**src/rtl/ram_port_arbiter.sv**
```systemverilog
// ram_port_arbiter
// Shares RAM port A between two requesters with one access per cycle.
// Requesters take turns round-robin. Read data returns to the right requester
// one cycle after its read is granted.
// A write is held off for one cycle after a granted read. Without this, the
// RAM write-through path would overwrite the read data on ram_qA.
// Optional feature macro: RAM_ARB_LOCK_EN adds lock0/lock1 and the LOCK0/LOCK1
// states, so a requester can keep the port for a burst.
//
// Handshake: requester N's access is accepted in a cycle when reqN && gntN.
// gntN is combinational and depends only on inputs and registered state.
// Requester N may change its request after acceptance.
// A read accepted in cycle T returns exactly once, in cycle T+1,
// as rvalidN = 1 with rdataN valid. There is no backpressure on the return.
module ram_port_arbiter #(
  parameter int DATA_WIDTH    = 8,
  parameter int ADDRESS_WIDTH = 8
) (
  input  logic                     clk,
  input  logic                     rst,
  input  logic                     req0,
  input  logic                     req1,
  input  logic                     we0,
  input  logic                     we1,
  input  logic [ADDRESS_WIDTH-1:0] addr0,
  input  logic [ADDRESS_WIDTH-1:0] addr1,
  input  logic [DATA_WIDTH-1:0]    data0,
  input  logic [DATA_WIDTH-1:0]    data1,
`ifdef RAM_ARB_LOCK_EN
  input  logic                     lock0,
  input  logic                     lock1,
`endif
  output logic                     gnt0,
  output logic                     gnt1,
  output logic                     rvalid0,
  output logic                     rvalid1,
  output logic [DATA_WIDTH-1:0]    rdata0,
  output logic [DATA_WIDTH-1:0]    rdata1,
  output logic [ADDRESS_WIDTH-1:0] ram_addrA,
  output logic [DATA_WIDTH-1:0]    ram_dataA,
  output logic                     ram_weA,
  input  logic [DATA_WIDTH-1:0]    ram_qA,
  output logic [1:0]               o_dbg_state
);

  typedef enum logic [1:0] {
    ST_ARB   = 2'd0,
    ST_LOCK0 = 2'd1,
    ST_LOCK1 = 2'd2
  } state_t;

  // Requester of the most recent accepted access (1 after reset, so 0 wins first tie)
  logic r_last;
  // A read was accepted last cycle; its data is on ram_qA this cycle
  logic r_ret_pend;
  // Which requester that pending read belongs to
  logic r_ret_id;

  // Lock currently held by requester N (state LOCKn and lockN still high)
  logic w_hold0;
  logic w_hold1;
  logic w_elig0;
  logic w_elig1;
  logic w_acc_read;

`ifdef RAM_ARB_LOCK_EN
  state_t r_state;

  assign w_hold0     = (r_state == ST_LOCK0) && lock0;
  assign w_hold1     = (r_state == ST_LOCK1) && lock1;
  assign o_dbg_state = r_state;

  // Lock FSM: enter LOCKn when n is accepted with lockN; leave on the first cycle lockN drops.
  // On the release cycle normal arbitration applies, so the other requester may lock immediately.
  always_ff @(posedge clk) begin
    if (rst) begin
      r_state <= ST_ARB;
    end else begin
      case (r_state)
        ST_ARB: begin
          if (gnt0 && lock0)      r_state <= ST_LOCK0;
          else if (gnt1 && lock1) r_state <= ST_LOCK1;
        end
        ST_LOCK0: begin
          if (!lock0) r_state <= (gnt1 && lock1) ? ST_LOCK1 : ST_ARB;
        end
        ST_LOCK1: begin
          if (!lock1) r_state <= (gnt0 && lock0) ? ST_LOCK0 : ST_ARB;
        end
        default: r_state <= ST_ARB;
      endcase
    end
  end
`else
  assign w_hold0     = 1'b0;
  assign w_hold1     = 1'b0;
  assign o_dbg_state = ST_ARB;
`endif

  // A write is blocked while a read return occupies ram_qA; the other requester is blocked during a lock
  assign w_elig0 = req0 && !(we0 && r_ret_pend) && !w_hold1;
  assign w_elig1 = req1 && !(we1 && r_ret_pend) && !w_hold0;

  // Round-robin grant: on a tie the requester that did not go last wins
  always_comb begin
    gnt0 = 1'b0;
    gnt1 = 1'b0;
    if (!rst) begin
      if (w_elig0 && w_elig1) begin
        gnt0 = r_last;
        gnt1 = !r_last;
      end else begin
        gnt0 = w_elig0;
        gnt1 = w_elig1;
      end
    end
  end

  // Steer the winner onto port A; idle port is driven to all zeros
  always_comb begin
    ram_addrA = '0;
    ram_dataA = '0;
    ram_weA   = 1'b0;
    if (gnt0) begin
      ram_addrA = addr0;
      ram_dataA = data0;
      ram_weA   = we0;
    end else if (gnt1) begin
      ram_addrA = addr1;
      ram_dataA = data1;
      ram_weA   = we1;
    end
  end

  assign w_acc_read = (gnt0 && !we0) || (gnt1 && !we1);

  // Round-robin history and read-return bookkeeping
  always_ff @(posedge clk) begin
    if (rst) begin
      r_last     <= 1'b1;
      r_ret_pend <= 1'b0;
      r_ret_id   <= 1'b0;
    end else begin
      if (gnt0 || gnt1) begin
        r_last <= gnt1;
      end
      r_ret_pend <= w_acc_read;
      if (w_acc_read) begin
        r_ret_id <= gnt1;
      end
    end
  end

  // Return path: gated by rst so a read accepted just before reset is dropped
  assign rvalid0 = !rst && r_ret_pend && !r_ret_id;
  assign rvalid1 = !rst && r_ret_pend &&  r_ret_id;
  assign rdata0  = rvalid0 ? ram_qA : '0;
  assign rdata1  = rvalid1 ? ram_qA : '0;

endmodule

```
**config.mk**
```make
export PLATFORM = sky130hd
export DESIGN_NAME = ram_port_arbiter
export DESIGN_NICKNAME = d
export VERILOG_FILES = /design/src/rtl/ram_port_arbiter.sv
export SDC_FILE = /design/constraint.sdc
export NUM_CORES = 1
export LEC_CHECK = 0
export CAP_MARGIN = 25
export CORE_AREA = 2 2 54 56
export DETAILED_ROUTE_END_ITERATION = 12
export DIE_AREA = 0 0 56 58
export PLACE_DENSITY = 0.75
export SLEW_MARGIN = 30
export SYNTH_ARGS = -nofsm -noshare
export SYNTH_HDL_FRONTEND = slang
export SYNTH_SLANG_ARGS = --single-unit
```
**constraint.sdc**
```tcl
create_clock -name clk -period 2.1 [get_ports clk]
set_clock_uncertainty 0.1 [all_clocks]
set_input_delay 0.42 -clock clk [delete_from_list [all_inputs] [get_ports clk]]
set_output_delay 0.42 -clock clk [all_outputs]
set_load 0.02 [all_outputs]
```
==> flow_metrics.py, run 1 <==
metrics = {
    "placed_design": {
        "hpwl_um": 2330,
        "numPortBuffers": 82,
        "place_congestion": 0.888,
        "placedCellCount": 189,
    },
    "worst_setup_path": {
        "critical_path_buf_inv_count": 4,
        "crit_chain": "buf_6 > and2_4 > a221oi_4 > buf_12 > buf_16 > a22o_1 > buf_4",
        "worst_path_largest_cell_delay_ns": 0.32,
        "cp_data_required_time_ns": 1.58,
        "startpoint_type": "flop",
        "critPathSlowestCell": "dfxtp_2",
        "crit_arrival_ns": 1.65,
        "crit_path_end_kind": "primary output",
        "critPathMaxFanout": 8,
        "cp_top_family": "buffers and inverters",
        "critPathKind": "flop to primary output",
    },
    "yosys": {
        "synth_top_family_by_area": "compound AO/OA/AOI/OAI gates",
        "synth_warnings": 0,
        "syn_avg_cell_area_um2": 8.34,
        "yosysTopAreaCellShare_pct": 25.5,
        "yosys.area_share.simple_pct": 35.0,
        "synth.cell_area_um2": 551,
        "synthCells": 66,
        "ys_types": 24,
        "netlist_top_cells_count": "and2_1, a22o_1",
        "synth_compound_area_share_pct": 42.3,
        "synthXorXnorAreaFrac_pct": 0,
        "synth_ff_type": "dfxtp_1",
        "synth_area_leader_cell": "a22o_1",
        "ys_ff_latch": 3,
        "async_flop_share_pct": 0,
        "synth_edf_count": 0,
        "synthMuxAreaShare_pct": 0,
        "synth-adder-area-share_pct": 0,
        "seq_area_frac_synth_pct": 10.9,
        "synth_most_common_cell": "and2_1",
        "ys_top_cells_by_area": "a22o_1, and2_1, dfxtp_1",
    },
    "floorplan": {
        "rows": 19,
        "die_h_um": 58,
        "io_pins": 85,
        "fp.dieW_um": 56,
        "initial_core_util_pct": 20.7,
        "core_um2": 2660,
        "die_area_um2": 3250,
    },
    "global_routing": {
        "grt_pass1_vias": 1006,
        "grt_use_met3_pct": 5.58,
        "grt_antenna_before_repair": 0,
        "top_usage_layer": "met2",
        "grt_overflow_total": 0,
        "gr-usage-met2_pct": 37.1,
        "grt_pass1_wl_um": 4920,
        "grt_use_met1_pct": 21.3,
        "grtUsageTotal_pct": 19.3,
        "grt_max_degree": 10,
    },
    "clock_network": {
        "cts_hold_buf": 0,
        "cts-buffers-inserted": 3,
        "cts_root_buffer": "clkbuf_4",
        "cts.clk_slew.worst_paths_ns": 0.04,
        "htreeDepth": 1,
        "cts_tree": "built",
        "cts.path.max_buffers": 2,
        "clk_latency_ns": 0.24,
        "cts_sinks": 3,
    },
    "timing": {
        "setup-tns-final_ns": -0.520,
        "drv_slew": 0,
        "finalCritPeriodShare_pct": 104,
        "setup_ws_ns": -0.0745,
        "fin_crit_ns": 2.17,
        "max_freq_mhz": 460,
        "hold_violations": 0,
        "setup_viol": 16,
        "rsz0062_at_grt": "yes",
    },
    "route": {
        "via_per_inst": 4.75,
        "ant_nets": 0,
        "finalWirelength_um": 3240,
        "drc_errors": 0,
        "first_pass_iters": 4,
        "detail_route.wl_per_cell_um": 16.0,
        "drtIter0Drc": 28,
        "dr_total_vias": 964,
    },
    "cells_and_area": {
        "final_cells": 203,
        "drive_gt1_share_pct": 44.2,
        "area_growth_pct": 200,
        "n_antenna_cell": 0,
        "nets": 219,
        "nFillCells": 234,
    },
    "pwr": {
        "p_clk_share_pct": 20.2,
        "total_power_mw": 0.523,
        "internal_power_mw": 0.345,
        "switching_share_pct": 34.0,
        "power_leakage_nw": 0.789,
        "p_switching_mw": 0.178,
        "irDropWorstVdd_mv": 0.235,
        "power_density_nw_per_um2": 317,
        "combPwrFrac_pct": 66.8,
        "p_seq_share_pct": 13.1,
    },
    "status": {
        "violations": "negative setup slack",
        "outcome": "complete, but fails checks",
    },
    "job": {
        "drv_cap": 0,
    },
    "hold_path": {
        "min_path_type": "flop to flop",
    },
}
[worst reg2reg max path: stages (launching register included)]
cell and delay [ns]:
dfxtp_2 0.33, and2b_2 0.24, buf_4 0.15, a2111oi_0 0.38
buf_4 0.18, nor4_1 0.04
[layout make-up]
cell class / count / area (um2) / share of cell area [%]
timing repair buffer: 107 / 1040 / 63.3
tap: 31 / 38.8 / 2.35
clock buffer: 4 / 26.3 / 1.59
inverter: 2 / 7.51 / 0.455
multi-input combinational: 56 / 470 / 28.5
sequential: 3 / 62.6 / 3.79
[registers in the layout, indices dropped and copies added, names as in the netlist]
signal,flops
r_last,1
r_ret_id,1
r_ret_pend,1
[cell usage in the layout, fill, tap and decap left out, types with 2 or more instances in the layout]
master,netlist,routed
a21oi_1,2,2
a22o_1,16,16
and2_1,17,16
buf_12,0,3
buf_2,1,4
buf_4,3,15
buf_6,2,22
clkbuf_2,0,11
clkbuf_4,0,3
clkdlybuf4s15_1,0,4
clkdlybuf4s50_1,0,40
conb_1,1,2
dfxtp_2,0,2
dlygate4sd2_1,0,5
inv_1,2,2
nand2_2,0,2
nor4_2,0,2
[per-stage QoR]
step | utilization (%) | hold WS (ns) | cell area [um2] | setup slack, ns
2_1_floorplan | - | 0.376 | 554 | 0.0536
3_3_place_gp | 56.5 | 0.418 | 1510 | -0.784
5_1_grt | 61.9 | 0.496 | 1650 | -0.131
3_5_place_dp | 56.5 | 0.438 | 1510 | -0.812
6_report | 61.9 | 0.469 | 1650 | -0.0745
4_1_cts | 64.3 | 0.471 | 1710 | -0.109
[repair_timing]
item	in CTS	in global routing
endpoints found under the setup margin	37	29
buffers inserted	7	1
resized for setup	158	27
endpoints found under the hold margin	0	0
pin swaps	9	14
gates cloned	4	1
[path summary, 6_finish.rpt]
kind	from	to	slack, ns	depth (start not counted)
worst max-delay path	r_last	ram_addrA[4]	-0.07	7
worst min-delay path	r_ret_id	r_ret_id	0.47	2
worst max register to register	r_last	r_ret_id	0.56	5
worst min register to register	r_ret_id	r_ret_id	0.47	2
[metal layers]
metal	part of all wire (%)	routed length, um
met3	8.7	281
met1	40	1280
met4	1.5	48
met5	0	0
met2	50	1630
[power by group through the flow]
stage / Sequential, mW / Combinational, mW / Clock, mW
floorplan: 0.0649 / 0.123 / 0
global placement: 0.0669 / 0.303 / 0
detailed placement: 0.0673 / 0.305 / 0
CTS: 0.0666 / 0.356 / 0.110
global route: 0.0686 / 0.367 / 0.117
finish: 0.0682 / 0.349 / 0.105
[cell families after synthesis]
logic type      count (synthesis)
simple gates                   29
compound gates                 24
flops                           3
other cells                     1
buf+inv                         9
Note: power is estimated with default switching activity, not from simulation.
==> inputs of run 2 (changes only) <==
--- a/config.mk
+++ b/config.mk
@@ -5,7 +5,7 @@
 export SDC_FILE = /design/constraint.sdc
 export NUM_CORES = 1
 export LEC_CHECK = 0
-export CAP_MARGIN = 25
+export ABC_CLOCK_PERIOD_IN_PS = 2100
 export CORE_AREA = 2 2 54 56
 export DETAILED_ROUTE_END_ITERATION = 12
 export DIE_AREA = 0 0 56 58
==> results of run 2 <==
Same layout as run 1: the final DEF is identical, and so are final timing and power.
